===== config.mk =====
export PLATFORM = sky130hd
export DESIGN_NAME = alu1_driver
export DESIGN_NICKNAME = d
export VERILOG_FILES = /design/src/rtl/alu1_driver.sv
export SDC_FILE = /design/constraint.sdc
export NUM_CORES = 1
export LEC_CHECK = 0
export CORE_AREA = 3 3 168 170
export CTS_CLUSTER_SIZE = 28
export DETAILED_ROUTE_END_ITERATION = 10
export DIE_AREA = 0 0 171 173
export PLACE_DENSITY = 0.8
export SETUP_SLACK_MARGIN = 0.2
export SYNTH_ARGS = -nofsm -noshare
export SYNTH_HDL_FRONTEND = slang
export SYNTH_SLANG_ARGS = --single-unit

===== constraint.sdc =====
create_clock -name clk -period 1.76 [get_ports clk]
set_input_delay 0.176 -clock clk [delete_from_list [all_inputs] [get_ports clk]]
set_output_delay 0.176 -clock clk [all_outputs]
set_load 0.02 [all_outputs]

===== src/rtl/alu1_driver.sv =====
// alu1_driver: initiator for an Alu1 cmd/in1/in2/out port.
// Takes one ALU op at a time from a valid/ready request port. It registers the
// operands onto the Alu1 inputs and waits ALU_LAT cycles for the result. It then
// offers the captured result on a valid/ready response port. Commands at or above
// NR_COMMANDS are answered at once with rsp_err set and a zero result.
module alu1_driver #(
  parameter int WIDTH       = 64,
  parameter int CMD_WIDTH   = 4,   // Alu1 command field width
  parameter int NR_COMMANDS = 10,  // Alu1 legal command count
  parameter int ALU_LAT     = 0,
  parameter int CNT_WIDTH   = 32
) (
  input  logic                 clk,
  input  logic                 rst_n,
  input  logic                 req_valid,
  output logic                 req_ready,
  input  logic [CMD_WIDTH-1:0] req_cmd,
  input  logic [WIDTH-1:0]     req_in1,
  input  logic [WIDTH-1:0]     req_in2,
  output logic [CMD_WIDTH-1:0] alu_cmd,
  output logic [WIDTH-1:0]     alu_in1,
  output logic [WIDTH-1:0]     alu_in2,
  input  logic [WIDTH-1:0]     alu_out,
  output logic                 rsp_valid,
  input  logic                 rsp_ready,
  output logic [WIDTH-1:0]     rsp_data,
  output logic                 rsp_err,
  output logic [CNT_WIDTH-1:0] op_count
);

  // The latency counter must be able to hold ALU_LAT. It is at least one bit wide.
  localparam int LAT_W = (ALU_LAT > 0) ? $clog2(ALU_LAT + 1) : 1;

  typedef enum logic [1:0] {
    ST_IDLE = 2'd0,
    ST_WAIT = 2'd1,
    ST_RESP = 2'd2
  } state_t;

  state_t               state_r, state_s;
  logic [LAT_W-1:0]     lat_cnt_r, lat_cnt_s;
  logic [CMD_WIDTH-1:0] alu_cmd_r, alu_cmd_s;
  logic [WIDTH-1:0]     alu_in1_r, alu_in1_s;
  logic [WIDTH-1:0]     alu_in2_r, alu_in2_s;
  logic [WIDTH-1:0]     rsp_data_r, rsp_data_s;
  logic                 rsp_err_r, rsp_err_s;
  logic [CNT_WIDTH-1:0] op_count_r, op_count_s;
  logic                 req_ready_r;
  logic                 rsp_valid_r;
  logic                 accept_s;
  logic                 rsp_hs_s;

  // A command is legal when it is below NR_COMMANDS. The compare is done at 32 bits
  // so that a parameter larger than the field range stays correct.
  function automatic logic cmd_is_legal(input logic [CMD_WIDTH-1:0] cmd);
    logic [31:0] cmd_ext;
    cmd_ext = 32'(cmd);
    return (cmd_ext < 32'(NR_COMMANDS));
  endfunction

  assign accept_s = req_valid & req_ready_r;
  assign rsp_hs_s = rsp_valid_r & rsp_ready;

  // Next-state logic and next values for all datapath registers.
  always_comb begin
    state_s    = state_r;
    lat_cnt_s  = lat_cnt_r;
    alu_cmd_s  = alu_cmd_r;
    alu_in1_s  = alu_in1_r;
    alu_in2_s  = alu_in2_r;
    rsp_data_s = rsp_data_r;
    rsp_err_s  = rsp_err_r;
    op_count_s = op_count_r;
    case (state_r)
      ST_IDLE: begin
        if (accept_s) begin
          // The operands always reach the ALU, even for an illegal command.
          alu_cmd_s = req_cmd;
          alu_in1_s = req_in1;
          alu_in2_s = req_in2;
          if (cmd_is_legal(req_cmd)) begin
            state_s   = ST_WAIT;
            lat_cnt_s = LAT_W'(ALU_LAT);
          end else begin
            state_s    = ST_RESP;
            rsp_data_s = '0;
            rsp_err_s  = 1'b1;
          end
        end else begin
          state_s = ST_IDLE;
        end
      end
      ST_WAIT: begin
        if (lat_cnt_r != '0) begin
          lat_cnt_s = lat_cnt_r - LAT_W'(1);
        end else begin
          // The ALU output has settled for this op. Capture it now.
          rsp_data_s = alu_out;
          rsp_err_s  = 1'b0;
          state_s    = ST_RESP;
        end
      end
      ST_RESP: begin
        if (rsp_hs_s) begin
          op_count_s = op_count_r + CNT_WIDTH'(1);
          state_s    = ST_IDLE;
        end else begin
          state_s = ST_RESP;
        end
      end
      default: begin
        state_s   = ST_IDLE;
        lat_cnt_s = '0;
      end
    endcase
  end

  // State and datapath registers. On reset, any op that is in flight is dropped.
  always_ff @(posedge clk or negedge rst_n) begin
    if (!rst_n) begin
      state_r    <= ST_IDLE;
      lat_cnt_r  <= '0;
      alu_cmd_r  <= '0;
      alu_in1_r  <= '0;
      alu_in2_r  <= '0;
      rsp_data_r <= '0;
      rsp_err_r  <= 1'b0;
      op_count_r <= '0;
    end else begin
      state_r    <= state_s;
      lat_cnt_r  <= lat_cnt_s;
      alu_cmd_r  <= alu_cmd_s;
      alu_in1_r  <= alu_in1_s;
      alu_in2_r  <= alu_in2_s;
      rsp_data_r <= rsp_data_s;
      rsp_err_r  <= rsp_err_s;
      op_count_r <= op_count_s;
    end
  end

  // Registered handshake outputs. They are decoded from the next state, so they track
  // the state with no lag. req_ready first rises on the first edge after reset release.
  always_ff @(posedge clk or negedge rst_n) begin
    if (!rst_n) begin
      req_ready_r <= 1'b0;
      rsp_valid_r <= 1'b0;
    end else begin
      req_ready_r <= (state_s == ST_IDLE);
      rsp_valid_r <= (state_s == ST_RESP);
    end
  end

  assign req_ready = req_ready_r;
  assign rsp_valid = rsp_valid_r;
  assign rsp_data  = rsp_data_r;
  assign rsp_err   = rsp_err_r;
  assign op_count  = op_count_r;
  assign alu_cmd   = alu_cmd_r;
  assign alu_in1   = alu_in1_r;
  assign alu_in2   = alu_in2_r;

endmodule


; ---- Word-level counts from Yosys, hierarchy flattened
; Cells that the tools add are included.
[totals]
mem_count = 0
out_inout_bits = 231
regBits = 234
input_bits = 200
mem_bits_ro = 0
latchBits = 0
ramBits = 0
wordCells = 47
[op_classes]
n_bitwise = 3
n_mul = 0
eq_ne = 7
magnitude_cmp = 1
shift = 0
div_mod_pow = 0
addsub = 2
n_mux = 17
n_reduce_logical = 7
[op_table]
columns = operator, n
row1 = two-way mux 64 bit, 3
row2 = one-hot mux 64 bit (2 select lines), 1
row3 = "adder 32 x 1 -> 32 bit, second input constant", 1
row4 = two-way mux 2 bit, 4
row5 = "inequality test 2 bit, second input constant", 4
row6 = two-way mux 1 bit, 6
row7 = one-hot mux 2 bit (3 select lines), 1
row8 = "== test 2 bit, second input constant", 2
row9 = zero test 2 bit, 2
row10 = "< comparator 4 bit, second input constant", 1
row11 = AND reduction 2 bit, 2
row12 = AND reduction 4 bit, 1
row13 = one-hot mux 1 bit (3 select lines), 1
row14 = AND reduction 3 bit, 1
row15 = AND 1 bit, 2
row16 = "== test 2 x 1 -> 1 bit, second input constant", 1
row17 = one-hot mux 1 bit (2 select lines), 1
row18 = nonzero test 2 bit, 1
row19 = NOT 1 bit, 1
row20 = "subtractor 1 bit, second input constant", 1

; ---- Depth between registers and ports, before layout
; Gate-level depths: netlist (run 1).
[logic_depth]
ltp_word = 5
depth_mapped = 6
mapped_depth_nobuf = 4

; ---- Least setup slack after synthesis (run 1)
; OpenSTA, ideal clock, no wires.
[synth_path]
path_type = register to register
from = register req_ready_r, in the netlist req_ready
to = register alu_in1_r[0], in the netlist alu_in1[0]
n_path_buf = 3
arrival_time_ps = 1843
path_slack_ps = -208
setup_ps = 125
required_time_ps = 1635
path_stages_with_launch = 7
period_less_slack_ps = 1968
cell_sequence = dfrtp_1 > nand2_1 > nor3_1 > clkbuf_1 > clkbuf_1 > buf_2 > mux2_2
[synth_via]
elab_chain_cells = 2
[synth_rtl]
columns = element, line_no
row1 = start: declaration, 48  ; logic req_ready_r;
row2 = start signal: assignment, 148  ; req_ready_r <= (state_s == ST_IDLE);
row3 = AND 1 bit, 61  ; assign accept_s = req_valid & req_ready_r;
row4 = AND reduction 2 bit (no source line), -
row5 = end signal: assignment, 133  ; alu_in1_r <= alu_in1_s;
row6 = end: declaration, 43  ; logic [WIDTH-1:0] alu_in1_r, alu_in1_s;
; Every way passes these cells.
; A chain may end at the register's enable or synchronous reset.

; ---- Final worst setup path (run 1)
[layout_path]
from = register op_count_r[9], in the netlist op_count[9]
to = register op_count_r[24], in the netlist op_count[24]
[layout_via]
elab_chain_cells = 1
[layout_rtl]
columns = element, line_no
row1 = start: declaration, 47  ; logic [CNT_WIDTH-1:0] op_count_r, op_count_s;
row2 = start signal: assignment, 137  ; op_count_r <= op_count_s;
row3 = adder 32 x 1 -> 32 bit, 105  ; op_count_s = op_count_r + CNT_WIDTH'(1);
; Every way passes these cells.

==> impl_metrics.tcl, run 1 <==
set metrics [dict create \
    status "completed" \
    finalMaxSlewViolations 0 \
    drc 0 \
    slew-limit-headroom_pct 61.0 \
    floorplan.initialDensity_pct 32.7 \
    viasPerCell 4.88 \
    pre_cts_slack_ns -0.146 \
    worst_slack_ns 0.0254 \
    clk_pin_slew_worst_paths_ns 0.06 \
    die_w_microns 171 \
    setup_violations 0 \
    vias 7191 \
    fin_nets 1315 \
    wl_microns 31400 \
    port_buffers 430 \
    grt_use_met3_pct 4.82 \
    finClkSkew_ns 0.00723 \
    grt_pass1_wl_microns 44900 \
    cp_cell_sequence "nand4_1, or4_4, buf_12, nor4_4, xor2_1" \
    rsz0062_at_grt "yes" \
    grt_overflow 0 \
    grt_use_met1_pct 22.5 \
    critPathMaxStageDelay_ns 0.53 \
    row_count 60 \
    synth_edf_count 0 \
    endpoint "op_count[24]" \
    ys_types 30 \
    setup_tns_ns 0 \
    syn_nets 780 \
    r2r_setup_slack_ns 0.03 \
    cts_tree "done" \
    drtIter0Drc 322 \
    ant_nets 0 \
    pwr_density_cell_nw_per_um2 1740 \
    ys_seq_area_share_pct 66.3 \
    period_share_pct 98.6 \
    reg2reg_depth 5 \
    final_util_pct 61.2 \
    antennaDiodeCount 0 \
    grt.busiest_layer "met2" \
    grt_max_degree 68 \
    grt_util_all_layers_pct 19.0 \
    cpMaxStageDelayCell "or4_4" \
    clock-sinks 233 \
    ys_warn_count 0 \
    regToRegEndpoint "op_count[24]" \
    clock_latency_ns 0.51 \
    hold_viol 0 \
    leakagePower_nw 8.02 \
    synth_ff_type "dfrtp_1" \
    startpoint "op_count[9]" \
    worstPathRequired_ns 2.19 \
    synth_seq_cells 233 \
    timing.rr.start "op_count[9]" \
    area_growth_pct 87.0 \
    htree_levels 1 \
    core_area_sq_um 26900 \
    worst_setup_path_start_kind "register" \
    wl_per_cell_microns 21.3 \
    drtPass1Iterations 4 \
    dp_hpwl_microns 19800 \
    ir_drop_v 0.00101 \
    worstSetupPathType "reg -> reg" \
    maxCapViolations 0 \
    netlist_area_sq_um 8800 \
    synth.avg_cell_area_sq_um 15.2 \
    clock_path_buffers 3 \
    fmax_ghz 0.577 \
    synth_cells 579 \
    antenna_found_initial 0 \
    grt_pass1_vias 7836 \
    cp_max_fo 7 \
    post-route-min-period_ns 1.73 \
    met2_usage_pct 33.4 \
    io-pin-count 431 \
    numCtsBuffers 25 \
    clock-root-buffer "clkbuf_16" \
    stdcell_count 1473 \
    critical_path_arrival_ns 2.17 \
    ys_async_sr_fraction_pct 100 \
    worst_slew_pin_slew_ns 0.585 \
    cp-end-kind "register" \
    hp-class "in -> async" \
    gp_congestion 0.792 \
    dieArea_sq_um 29600 \
    placed_cells 1362 \
    die_y_microns 173 \
    drive_gt1_share_pct 31.1 \
]
[layout by cell type (no fill, tap or decap), types with 2 or more instances in the layout]
cell / count
a221o_1: 2
clkbuf_8: 6
dfrtp_2: 20
clkbuf_16: 34
nor3_2: 2
clkinv_2: 4
bufinv_16: 2
clkbuf_2: 5
clkbuf_1: 5
a22o_1: 65
nand4_1: 5
buf_16: 11
xor2_1: 22
clkdlybuf4s50_1: 198
buf_12: 21
clkdlybuf4s15_2: 3
dfrtp_1: 213
nor3_4: 6
and4_1: 3
nand3_4: 2
dlygate4sd2_1: 220
buf_6: 29
inv_1: 7
nand3_1: 5
buf_8: 11
mux2_2: 2
nor2_4: 7
nor4_4: 11
nor2_1: 2
mux2_4: 131
buf_4: 33
nand2_1: 13
clkdlybuf4s15_1: 2
xnor2_1: 8
nand3_2: 2
clkinvlp_4: 2
[critical path: cells and delay by family (launching register included)]
kind                   cells  cell delay (ns)
AND/OR/NAND/NOR            3             0.88
flip-flops                 1             0.38
buffers and inverters      1             0.19
XOR/XNOR                   1             0.19
[cell type report]
| type | count | area (sq um) |
|---|---|---|
| multi-input combinational | 302 | 3610 |
| clock inverter | 9 | 104 |
| fill | 1980 | 10400 |
| inverter | 8 | 30.0 |
| sequential | 233 | 5860 |
| timing repair buffer | 544 | 5700 |
| clock buffer | 36 | 727 |
| tap | 341 | 427 |
[flip-flops by register name, summed over array words and instances, names as in the netlist]
signal,count
alu_in1,64
req_ready,1
rsp_err,1
alu_in2,64
alu_cmd,4
op_count,32
state_r,2
rsp_data,64
rsp_valid,1
[Yosys cell counts, types with 2 or more instances]
library cell	number	share of area [%]
dfrtp_1	233	66
mux2_2	133	17
a22o_1	65	6.5
clkbuf_1	28	1.2
xor2_1	22	2.2
nand2_1	14	0.60
nand3_1	9	0.51
nor2_1	9	0.38
xnor2_1	9	0.90
inv_1	8	0.34
nor3_1	8	0.46
nor4_1	7	0.50
buf_2	5	0.28
nand4_1	5	0.36
nor4_2	5	0.71
and4_1	3	0.30
a221o_1	2	0.23
buf_6	2	0.26
[routing by layer]
| metal | vias up | wire length (microns) |
|---|---|---|
| li1 | 3160 | - |
| met1 | 3652 | 11900 |
| met2 | 303 | 16100 |
| met3 | 76 | 2280 |
| met4 | 0 | 1120 |
| met5 | - | 0 |
[cell families after synthesis]
group | count (synthesis) | synth area share, %
AOI/OAI and AO/OA | 70 | 6.97
xor gates and xnor gates | 31 | 3.09
adders and majority gates | 1 | 0.142
buffers and inverters | 44 | 2.12
DFF | 233 | 66.3
muxes | 133 | 17.0
and+or+nand+nor | 67 | 4.41
[metrics by stage]
stage | instance area [sq um] | hold slack (ns) | power, mW
floorplan | 9000 | -0.120 | 15.3
global placement | 14000 | 0.185 | 21.7
detailed placement | 14000 | 0.184 | 22.0
CTS | 15700 | 0.220 | 27.6
global route | 16500 | 0.235 | 29.9
finish | 16500 | 0.218 | 28.6
[repair_timing]
action                                  in CTS  in global routing
hold buffers                                 1                  0
endpoints found under the setup margin     379                232
hold endpoints to repair                    56                  0
cloned                                       9                 12
resized for setup                          403                 92
pin swaps                                   20                 26
buffers inserted                            27                 17
[worst min-delay path by stage]
| stage | startpoint | end | slack [ns] | cells past startpoint |
|---|---|---|---|---|
| 6_report | rst_n | rsp_data[44] | 0.22 | 2 |
| 5_1_grt | rst_n | rsp_data[44] | 0.23 | 2 |
| 4_1_cts | rst_n | rsp_data[62] | 0.22 | 2 |
| 3_5_place_dp | rst_n | rsp_data[62] | 0.18 | 1 |
| 3_3_place_gp | rst_n | rsp_data[47] | 0.18 | 1 |
| 2_1_floorplan | rst_n | alu_cmd[0] | -0.12 | 0 |
[where the power goes]
group / switching [mW] / internal, mW / leakage, nW
registers: 1.44 / 7.77 / 2.84
clock network: 2.16 / 3.16 / 0.405
logic: 6.61 / 7.41 / 4.77
No activity file was read; power rests on OpenSTA's default activity.
==> inputs of run 2 (changes only) <==
==> config.mk (replaced) <==
export PLATFORM = sky130hd
export DESIGN_NAME = alu1_driver
export DESIGN_NICKNAME = d
export VERILOG_FILES = /design/src/rtl/alu1_driver.sv
export SDC_FILE = /design/constraint.sdc
export NUM_CORES = 1
export LEC_CHECK = 0
export CORE_ASPECT_RATIO = 0.5
export CORE_MARGIN = 3
export CORE_UTILIZATION = 37
export CTS_CLUSTER_SIZE = 28
export DETAILED_ROUTE_END_ITERATION = 10
export PLACE_DENSITY = 0.88
export SETUP_SLACK_MARGIN = 0.05
export SYNTH_ARGS = -nofsm -noshare
export SYNTH_HDL_FRONTEND = slang
export SYNTH_SLANG_ARGS = --single-unit
==> impl_metrics.tcl, run 2 (synthesis results as in run 1) <==
set metrics [dict create \
    dp_hpwl_microns 21300 \
    htree_levels 1 \
    grt_pass1_vias 7298 \
    drtPass1Iterations 4 \
    grt_util_all_layers_pct 21.0 \
    clock_latency_ns 0.51 \
    critPathMaxStageDelay_ns 0.62 \
    final_common_cell "clkdlybuf4s50_1" \
    numCtsBuffers 23 \
    core_area_sq_um 23100 \
    grt_overflow 0 \
    antenna_found_initial 4 \
    port_buffers 430 \
    worst_slew_pin_slew_ns 0.413 \
    drtIter0Drc 322 \
    rsz0062_at_grt "yes" \
    fin_nets 1246 \
    clock_path_buffers 3 \
    worstPathRequired_ns 2.19 \
    die_w_microns 224 \
    grt_pass1_wl_microns 42000 \
    post-route-min-period_ns 1.81 \
    maxCapViolations 0 \
    worstSetupPathType "reg -> reg" \
    slew-limit-headroom_pct 72.5 \
    drive_gt1_share_pct 23.8 \
    leakagePower_nw 7.33 \
    dieArea_sq_um 25800 \
    pwr_density_cell_nw_per_um2 1770 \
    cts_tree "done" \
    io-pin-count 431 \
    clock-sinks 233 \
    fmax_ghz 0.552 \
    ir_drop_v 0.00115 \
    viasPerCell 4.92 \
    cp_max_fo 8 \
    worst_setup_path_start_kind "register" \
    critical_path_arrival_ns 2.24 \
    cp-end-kind "register" \
    power_mw 26.3 \
    hold_viol 0 \
    cp_cell_sequence "nand4_1, or4_4, buf_4, nor4_4, xor2_1" \
    violations "setup timing" \
    ant_nets 0 \
    period_share_pct 103 \
    pre_cts_slack_ns -0.100 \
    status "complete, but fails checks" \
    hold_ws_ns 0.171 \
    wl_per_cell_microns 20.7 \
    setup_violations 7 \
    setup_tns_ns -0.133 \
    drc 0 \
    floorplan.initialDensity_pct 38.1 \
    worst_slack_ns -0.0529 \
    vias 6748 \
    grt_max_degree 59 \
    cpMaxStageDelayCell "or4_4" \
    gp_congestion 0.803 \
    area_growth_pct 68.5 \
    finClkSkew_ns 0.00908 \
    clock-root-buffer "clkbuf_16" \
    hp-class "in -> async" \
    final_cell_mix "289 x clkdlybuf4s50_1, 216 x dfrtp_1, 133 x mux2_2" \
    die_y_microns 115 \
    row_count 39 \
    finalMaxSlewViolations 0 \
    clk_pin_slew_worst_paths_ns 0.06 \
    wl_microns 28400 \
]
[run 2: cell types whose count changed in the layout (fill, tap and decap cells not counted), sizes merged]
cell / delta
clkdlybuf4s15: -5
clkinvlp: +2
clkbuf: -19
dlymetal6s2s: +65
bufinv: -1
buf: -58
diode: +3
dlygate4sd2: -146
inv: +1
clkinv: -1
clkdlybuf4s50: +91
[run 2: path summary, 6_finish.rpt]
check	startpoint	end	slack [ns]	depth (start not counted)
worst max-delay path	op_count[7]	op_count[25]	-0.05	5
worst min register to register	op_count[31]	op_count[31]	0.46	1
min in group clk	alu_out[57]	rsp_data[57]	0.27	2
worst min-delay path	rst_n	op_count[31]	0.17	2
worst max register to register	op_count[7]	op_count[25]	-0.05	5
max in group asynchronous	rst_n	rsp_err	0.91	3
[run 2: critical path, delay by kind of cell, from the launching register on]
kind	cells	cell delay (ns)
flip-flops	1	0.36
AND/OR/NAND/NOR	3	1.01
buffers and inverters	1	0.19
XOR/XNOR	1	0.17
[run 2: repair_timing]
action | 4_1_cts | 5_1_grt
buffers inserted | 4 | 2
hold buffers | 1 | 0
resized for setup | 74 | 75
hold endpoints to repair | 229 | 0
pin swaps | 0 | 10
setup endpoints to repair | 76 | 84
gates cloned | 0 | 1
[run 2: layout make-up]
class | instances | area (sq um)
clock inverter | 10 | 92.6
tap | 307 | 384
inverter | 8 | 30.0
antenna | 3 | 7.51
multi-input combinational | 302 | 2930
fill | 1710 | 8250
timing repair buffer | 477 | 4900
sequential | 233 | 5850
clock buffer | 31 | 636
[run 2: power breakdown]
part / internal (mW) / total (mW) / switching (mW)
combinational: 6.26 / 12.2 / 5.94
clock: 2.70 / 4.84 / 2.13
sequential: 7.76 / 9.22 / 1.46
[run 2: per-stage QoR]
| stage | util, % | instances | cell area (sq um) |
|---|---|---|---|
| global route | 64.2 | 1371 | 14800 |
| finish | 64.2 | 1371 | 14800 |
| floorplan | - | 579 | 8940 |
| global placement | 60.3 | 1319 | 13900 |
| CTS | 63.2 | 1365 | 14600 |
| detailed placement | 60.3 | 1319 | 13900 |
[run 2: layer usage]
layer,global-route usage [%],part of all wire (%),vias up
met1,24.3,37,3422
met4,8.98,4.3,2
met3,5.31,4.9,84
li1,-,-,3023
met5,0,0.046,-
met2,37.5,54,217
